## src/rtl/mest_pro_fetch.sv

```systemverilog
// Instruction fetch front-end: streams ROM words into a 2-entry skid FIFO until a
// halt opcode or the last ROM address. Optional MEST_FETCH_INSTR_COUNT_EN adds o_instr_count.
module mest_pro_fetch #(
  parameter int OP_CODE_SIZE                = 4,
  parameter int INSTRUCTION_SIZE            = OP_CODE_SIZE + 8 + 8 + 8,
  parameter int ROM_DEPTH                   = 65536,
  parameter logic [OP_CODE_SIZE-1:0] HALT_OP = 4'hF,
  localparam int ADDR_W                     = $clog2(ROM_DEPTH)
) (
  input  logic                        clk,
  input  logic                        i_reset_n,
  input  logic                        i_start,
  output logic                        o_rom_en,
  output logic [ADDR_W-1:0]           o_rom_addr,
  input  logic [INSTRUCTION_SIZE-1:0] i_rom_data,
  output logic [INSTRUCTION_SIZE-1:0] o_instr,
  output logic                        o_instr_valid,
  input  logic                        i_instr_ready,
  output logic                        o_busy,
`ifdef MEST_FETCH_INSTR_COUNT_EN
  output logic [15:0]                 o_instr_count,
`endif
  output logic                        o_all_done
);

  typedef enum logic [1:0] {IDLE, RUN, DRAIN, DONE} state_t;

  state_t                      state_q;
  logic [ADDR_W-1:0]           pc_q, rom_addr_q;
  logic                        rom_en_q, data_vld_q, rd_last_q, data_last_q, issued_last_q;
  logic [INSTRUCTION_SIZE-1:0] mem_q [2];
  logic                        wr_ptr_q, rd_ptr_q;
  logic [1:0]                  cnt_q;
  logic                        busy_q, all_done_q;

  logic                        fire, is_halt, push, pop, stop_run, issue, iss_last;
  logic [1:0]                  cnt_d;
  logic [ADDR_W-1:0]           iss_addr;

  always_comb begin
    // Returning data only counts while running; anything arriving later is a discarded read.
    fire     = data_vld_q && (state_q == RUN);
    is_halt  = fire && (i_rom_data[INSTRUCTION_SIZE-1 -: OP_CODE_SIZE] == HALT_OP);
    push     = fire && !is_halt;
    pop      = (cnt_q != 2'd0) && i_instr_ready;
    cnt_d    = cnt_q + {1'b0, push} - {1'b0, pop};
    stop_run = is_halt || (fire && data_last_q);
    iss_addr = (state_q == IDLE) ? '0 : pc_q;
    iss_last = (iss_addr == ADDR_W'(ROM_DEPTH - 1));
    // Credit check: buffered words plus the read whose data lands next cycle must leave a slot.
    issue    = ((state_q == IDLE) && i_start) ||
               ((state_q == RUN) && !stop_run && !issued_last_q &&
                (({1'b0, cnt_d} + {2'b00, rom_en_q}) < 3'd2));
  end

  always_ff @(posedge clk) begin
    if (!i_reset_n) begin
      state_q       <= IDLE;
      pc_q          <= '0;
      rom_addr_q    <= '0;
      rom_en_q      <= 1'b0;
      data_vld_q    <= 1'b0;
      rd_last_q     <= 1'b0;
      data_last_q   <= 1'b0;
      issued_last_q <= 1'b0;
      mem_q[0]      <= '0;
      mem_q[1]      <= '0;
      wr_ptr_q      <= 1'b0;
      rd_ptr_q      <= 1'b0;
      cnt_q         <= '0;
      busy_q        <= 1'b0;
      all_done_q    <= 1'b0;
    end else begin
      rom_en_q    <= issue;
      data_vld_q  <= rom_en_q;
      rd_last_q   <= issue && iss_last;
      data_last_q <= rd_last_q;
      if (issue) begin
        rom_addr_q    <= iss_addr;
        pc_q          <= iss_last ? iss_addr : iss_addr + ADDR_W'(1);
        issued_last_q <= iss_last;
      end
      if (push) begin
        mem_q[wr_ptr_q] <= i_rom_data;
        wr_ptr_q        <= ~wr_ptr_q;
      end
      if (pop) rd_ptr_q <= ~rd_ptr_q;
      cnt_q      <= cnt_d;
      all_done_q <= 1'b0;
      case (state_q)
        IDLE: if (i_start) begin
          state_q <= RUN;
          busy_q  <= 1'b1;
        end
        RUN: if (stop_run) state_q <= DRAIN;
        DRAIN: if (cnt_q == 2'd0) begin
          state_q    <= DONE;
          busy_q     <= 1'b0;
          all_done_q <= 1'b1;
        end
        DONE:    state_q <= IDLE;
        default: state_q <= IDLE;
      endcase
    end
  end

`ifdef MEST_FETCH_INSTR_COUNT_EN
  logic [15:0] icnt_q;
  always_ff @(posedge clk) begin
    if (!i_reset_n)                         icnt_q <= '0;
    else if ((state_q == IDLE) && i_start)  icnt_q <= '0;
    else if (pop && (icnt_q != 16'hFFFF))   icnt_q <= icnt_q + 16'd1;
  end
  assign o_instr_count = icnt_q;
`endif

  assign o_rom_en      = rom_en_q;
  assign o_rom_addr    = rom_addr_q;
  assign o_instr       = mem_q[rd_ptr_q];
  assign o_instr_valid = (cnt_q != 2'd0);
  assign o_busy        = busy_q;
  assign o_all_done    = all_done_q;

endmodule

```

## config.mk

```make
export PLATFORM = sky130hd
export DESIGN_NAME = mest_pro_fetch
export DESIGN_NICKNAME = d
export VERILOG_FILES = /design/src/rtl/mest_pro_fetch.sv
export SDC_FILE = /design/constraint.sdc
export NUM_CORES = 1
export LEC_CHECK = 0
export CORE_UTILIZATION = 35
export CTS_CLUSTER_SIZE = 14
export DETAILED_ROUTE_END_ITERATION = 8
export PLACE_DENSITY_LB_ADDON = 0.05
export SLEW_MARGIN = 0
export SYNTH_ARGS = -nofsm -noshare
export SYNTH_HDL_FRONTEND = slang
export SYNTH_SLANG_ARGS = --single-unit
export TNS_END_PERCENT = 5
```

## constraint.sdc

```tcl
create_clock -name clk -period 7.4 [get_ports clk]
set_input_delay 1.48 -clock clk [delete_from_list [all_inputs] [get_ports clk]]
set_output_delay 1.48 -clock clk [all_outputs]
set_load 0.005 [all_outputs]
```

Word level (Yosys, flattened, before mapping)
Memory sizes are Yosys's and may differ from the RTL's. A register that Yosys moved wholly into a read port is not among the register bits.
Cells that the tools add are included.
{ "classes": {"add_sub_neg": 4, "magnitude_cmp": 1, "eq_ne": 8, "muxes": 19, "bitwise_logic": 2, "reduce_logical": 23} }
{ "op_table": {"columns": ["op", "n"], "rows": [
  ["$mux 16", 2],
  ["$mux 28", 1],
  ["$reduce_or 28->1", 1],
  ["$add 16x1->16 const B", 1],
  ["$eq 16x16->1 const B", 1],
  ["$mux 1", 11],
  ["$logic_and 1x1->1", 10],
  ["$pmux 2 s4", 1],
  ["$mux 2", 3],
  ["$ne 2x2->1 const B", 3],
  ["$reduce_and 3->1", 2],
  ["$eq 2x2->1 const B", 2],
  ["$eq 4x4->1 const B", 1],
  ["$logic_not 2->1", 2],
  ["$reduce_bool 2->1", 2],
  ["$add 2x1->3", 1],
  ["$logic_not 1->1", 3],
  ["$lt 3x2->1 const B", 1],
  ["$add 2x1->2", 1],
  ["$eq 2x1->1 const B", 1],
  ["$logic_or 1x1->1", 2],
  ["$not 1->1", 2],
  ["$pmux 1 s2", 1],
  ["$reduce_and 2->1", 1],
  ["$sub 2x1->2", 1]
]} }
{ "word_totals": {"regBits": 45, "ramBits": 56, "n_memories": 1} }
{ "mem_list": {"columns": ["name", "depth", "word_bits", "rd", "rd_clocked_by_memory_dff", "write_ports", "line_no", "source"], "rows": [
  ["mem_q", 2, 28, 1, 1, 2, "31", "logic [INSTRUCTION_SIZE-1:0] mem_q [2];"]
]} }

Depth between registers and ports, before layout
{ "logic_depth": {"word_depth": 12, "mapped_depth": 13, "mapped_depth_nobuf": 12} }

Least setup slack after synthesis
No wires, ideal clock.
{ "synth_path": {"path_kind": "input -> register", "startpoint": "input port i_rom_data[27]", "endpoint": "memory mem_q[0][0] (netlist name), enable pin", "t_arrival_ns": 3.899, "required_ns": 6.948, "slack_ns": 3.049, "cell_stages": 4, "path_buffers": 0, "cell_sequence": "nand4_1 -> and3_1 -> inv_1 -> o21ai_0"} }
{ "synth_lines": {"columns": ["item", "line_no", "source"], "rows": [
  ["start, declared", "15", "input logic [INSTRUCTION_SIZE-1:0] i_rom_data,"],
  ["end, declared", "31", null]
]} }

Worst setup path after layout
{ "layout_path": {"startpoint": "input port i_rom_data[26]", "endpoint": "register pc_q[9]"} }
{ "layout_via": {"elab_chain_len": 10} }
{ "layout_rtl": {"columns": ["item", "line_no", "source"], "rows": [
  ["$eq 4x4->1", "43", "is_halt = fire && (i_rom_data[INSTRUCTION_SIZE-1 -: OP_CODE_SIZE] == HALT_OP);"],
  ["$logic_and 1x1->1", "43", null],
  ["$logic_not 1->1", "44", "push = fire && !is_halt;"],
  ["$logic_and 1x1->1", "44", null],
  ["$add 2x1->2", "46", "cnt_d = cnt_q + {1'b0, push} - {1'b0, pop};"],
  ["$sub 2x1->2", "46", null],
  ["via cnt_d[0]", "37", "logic [1:0] cnt_d;"],
  ["$add 2x1->3", "53", "(({1'b0, cnt_d} + {2'b00, rom_en_q}) < 3'd2));"],
  ["$lt 3x2->1", "53", null],
  ["$logic_and 1x1->1", "52", "((state_q == RUN) && !stop_run && !issued_last_q &&"],
  ["$logic_or 1x1->1", "51", "issue = ((state_q == IDLE) && i_start) ||"],
  ["end signal, assigned", "80", "pc_q <= iss_last ? iss_addr : iss_addr + ADDR_W'(1);"],
  ["end, declared", "29", "logic [ADDR_W-1:0] pc_q, rom_addr_q;"]
]} }
The timed path passes the listed nets, and every way through them passes these cells.
A chain may end at the register's enable or synchronous reset.

==> impl_results.md <==
- Clock sink count: 102
- CP Capture Type: flip-flop
- Pre-Repair DR Iteration Count: 4
- Post-Synthesis Cells: 388
- CTS tree: built
- Register area: 0.00260 mm2
- Routed WL per cell: 15.5 um
- Worst hold slack: 437 ps
- All-Layer GR Usage: 15.9%
- First-pass GRT wire length: 16100 um
- Layout area overhead: 28.9%
- Most used DFF post-synth: edfxtp_1
- H-tree depth: 3
- Die Height: 116 um
- Most frequent cell after synthesis: and2_1
- Share of post-route cells with drive strength above 1: 12.9%
- Final Critical Period: 4370 ps
- Critical path class: in2reg
- Routed Antenna Nets: 0
- Clock share of power: 31.0%
- Initial antenna violation count: 0
- Worst path required time: 7680 ps
- Core ar.: 0.0126 mm2
- Initial Util: 36.0%
- CTS Buf Count: 9
- Vias: 3204
- Synth top area cells: edfxtp_1 (37%), dfxtp_1 (20%), and2_1 (8.7%)
- DRC violations left: 0
- Setup TNS: 0 ps
- Ys async rst share: 0%
- Synthesis Warnings: 0
- Net Switching: 0.000464 W
- Sequential Power Share: 41.1%
- IO buf count: 79
- P_int: 0.00117 W
- Final Max Slew Viols: 0
- N_diodes: 0
- CTS clk-pin slew, worst paths: 60 ps
- DR iter-0 viols: 119
- Total gr overflow: 0
- Synth top area share: 37.0%
- # rows: 41
- Sw Ratio: 28.4%
- Post-synthesis register bit count: 102
- VDD IR-drop max: 198 uV
- Total power: 0.00164 W
- Power share of the combinational group: 27.8%
- Die Wd: 116 um
- Synth cell count leaders: and2_1 (63), edfxtp_1 (56), dfxtp_1 (46)
- Largest net degree at the start of global routing: 29
- Post-DP HPWL: 6680 um
- Fillers: 1229
- Clock Latency Late Sink: 350 ps
- Routability Congestion: 0.768
- Lkg Pwr: 2.12 nW
- Via count of the first global-routing pass: 3105
- Hold Fails Final Rpt: 0
- Startpoint types: primary input
- Final net count: 506
- Gates resized, CTS repair: 0
- CTS Hold Bufs: 0
- Fmax achieved: 0.229 GHz
- Power per cell area: 279 mW/mm2
- Setup Skew: 6.02 ps
- Post-synth EDFFs: 56
- Vias per inst: 4.97
- RSZ-0062 raised after global routing: no
- HP Class: reg2reg
- # IOs: 80
- Endpoints failing setup: 0
- Critical Path AT: 4660 ps
- Clock Path Buffers: 2
- Crit-path max FO: 9
- Root Driver: clkbuf_16
- Die area: 0.0135 mm2
- Synth Cell Area: 0.00455 mm2
- Crit share post-route: 59.1%
- Postcts setup bufs: 0
- Max-Cap Viols: 0
- Netlist cell types: 58
- Status: finished, final reports clean
- Detailed Route WL: 9980 um
- Syn Area/Cell: 11.7 um2
- Slew headroom: 34.0%
- Multi-input logic area: 0.00183 mm2
- Syn Nets: 426
- Worst Tran Pin Value: 987 ps
- Seq/Total Area, Yosys: 57.2%
- Synth area leader: edfxtp_1
[worst paths after layout]
check | cells past startpoint | endpoint | slack (ps) | startpoint
setup / recovery | 12 | pc_q[9] | 3030 | i_rom_data[26]
hold / removal | 1 | data_last_q | 440 | rd_last_q
setup reg to reg | 12 | pc_q[9] | 4460 | state_q[1]
hold reg to reg | 1 | data_last_q | 440 | rd_last_q
[sequential cells by signal, indices dropped and copies added (netlist names), named ones only]
| register | count |
|---|---|
| mem_q | 56 |
| o_rom_addr | 16 |
| pc_q | 16 |
| cnt_q | 2 |
| state_q | 2 |
| data_last_q | 1 |
| data_vld_q | 1 |
| issued_last_q | 1 |
| o_all_done | 1 |
| o_busy | 1 |
| o_rom_en | 1 |
| rd_last_q | 1 |
| rd_ptr_q | 1 |
| wr_ptr_q | 1 |
[routing by layer]
layer	global-route usage, %	share of wire, %	up-vias
met5	0	0	-
met4	3.85	0.94	0
met3	5.39	4.9	6
met2	25.4	47	55
met1	20.9	47	1565
li1	-	-	1578
[worst max-delay path, cell delays in order]
cell             delay (ps)
clkdlybuf4s50_1         510
nand4_1                 290
and3_1                  330
inv_1                   150
ha_1                    250
inv_1                    50
ha_1                    230
nand2_1                  80
o2111a_1                360
nand3_2                 270
or4_1                   570
nand3_1                  90
[cell families (layout without fill, tap and decap cells)]
family,after synthesis,count (layout),share of synthesized area (%)
AOI/OAI and AO/OA,70,70,11.2
xor gates and xnor gates,5,5,1.79
muxes,30,30,7.37
adders and majority gates,6,6,1.65
DFF,102,102,57.2
buffers and inverters,31,116,2.83
and+or+nand+nor,144,144,18.0
[cell type report]
cell class                      instances  share of cell area (%)
Clock buffer                           12                    4.27
Clock inverter                          4                    1.20
Inverter                               15                   0.960
Multi-Input combinational cell        255                    31.3
Sequential cell                       102                    44.4
Tap cell                              172                    3.67
Timing Repair Buffer                   85                    14.3
[power groups by stage]
stage / Combinational, W / Clock (W) / Sequential [W]
final: 0.000456 / 0.000508 / 0.000674
after CTS: 0.000466 / 0.000522 / 0.000675
after global placement: 0.000464 / 0 / 0.000686
after global routing: 0.000504 / 0.000548 / 0.000680
after detailed placement: 0.000463 / 0 / 0.000687
after floorplan: 0.000282 / 0 / 0.000675
[cell usage in the layout, fill, tap and decap left out, drive strengths merged, types with 3 or more instances in the layout]
| master | n |
|---|---|
| nor2b | 3 |
| inv | 14 |
| o2111ai | 4 |
| a211oi | 3 |
| nor3 | 6 |
| o21ai | 16 |
| and3 | 5 |
| nor2 | 17 |
| clkinv | 3 |
| a31oi | 7 |
| a21oi | 10 |
| and2 | 63 |
| xnor2 | 3 |
| clkdlybuf4s50 | 79 |
| and4 | 3 |
| or3 | 3 |
| clkbuf | 12 |
| mux2 | 28 |
| nand2 | 19 |
| ha | 6 |
| edfxtp | 56 |
| buf | 6 |
| dfxtp | 46 |
| nand4 | 4 |
| nand3 | 13 |
| a22o | 11 |
[metrics by stage]
stage / setup slack, ps / util (%) / cells / cell area, um2
finish: 3030 / 46.5 / 645 / 5860
floorplan: 3050 / - / 388 / 4550
CTS: 3060 / 46.5 / 645 / 5860
global placement: 2780 / 43.9 / 629 / 5540
global route: 2840 / 46.5 / 645 / 5860
detailed placement: 2710 / 43.9 / 629 / 5540
Note: power is estimated with default switching activity, not from simulation.
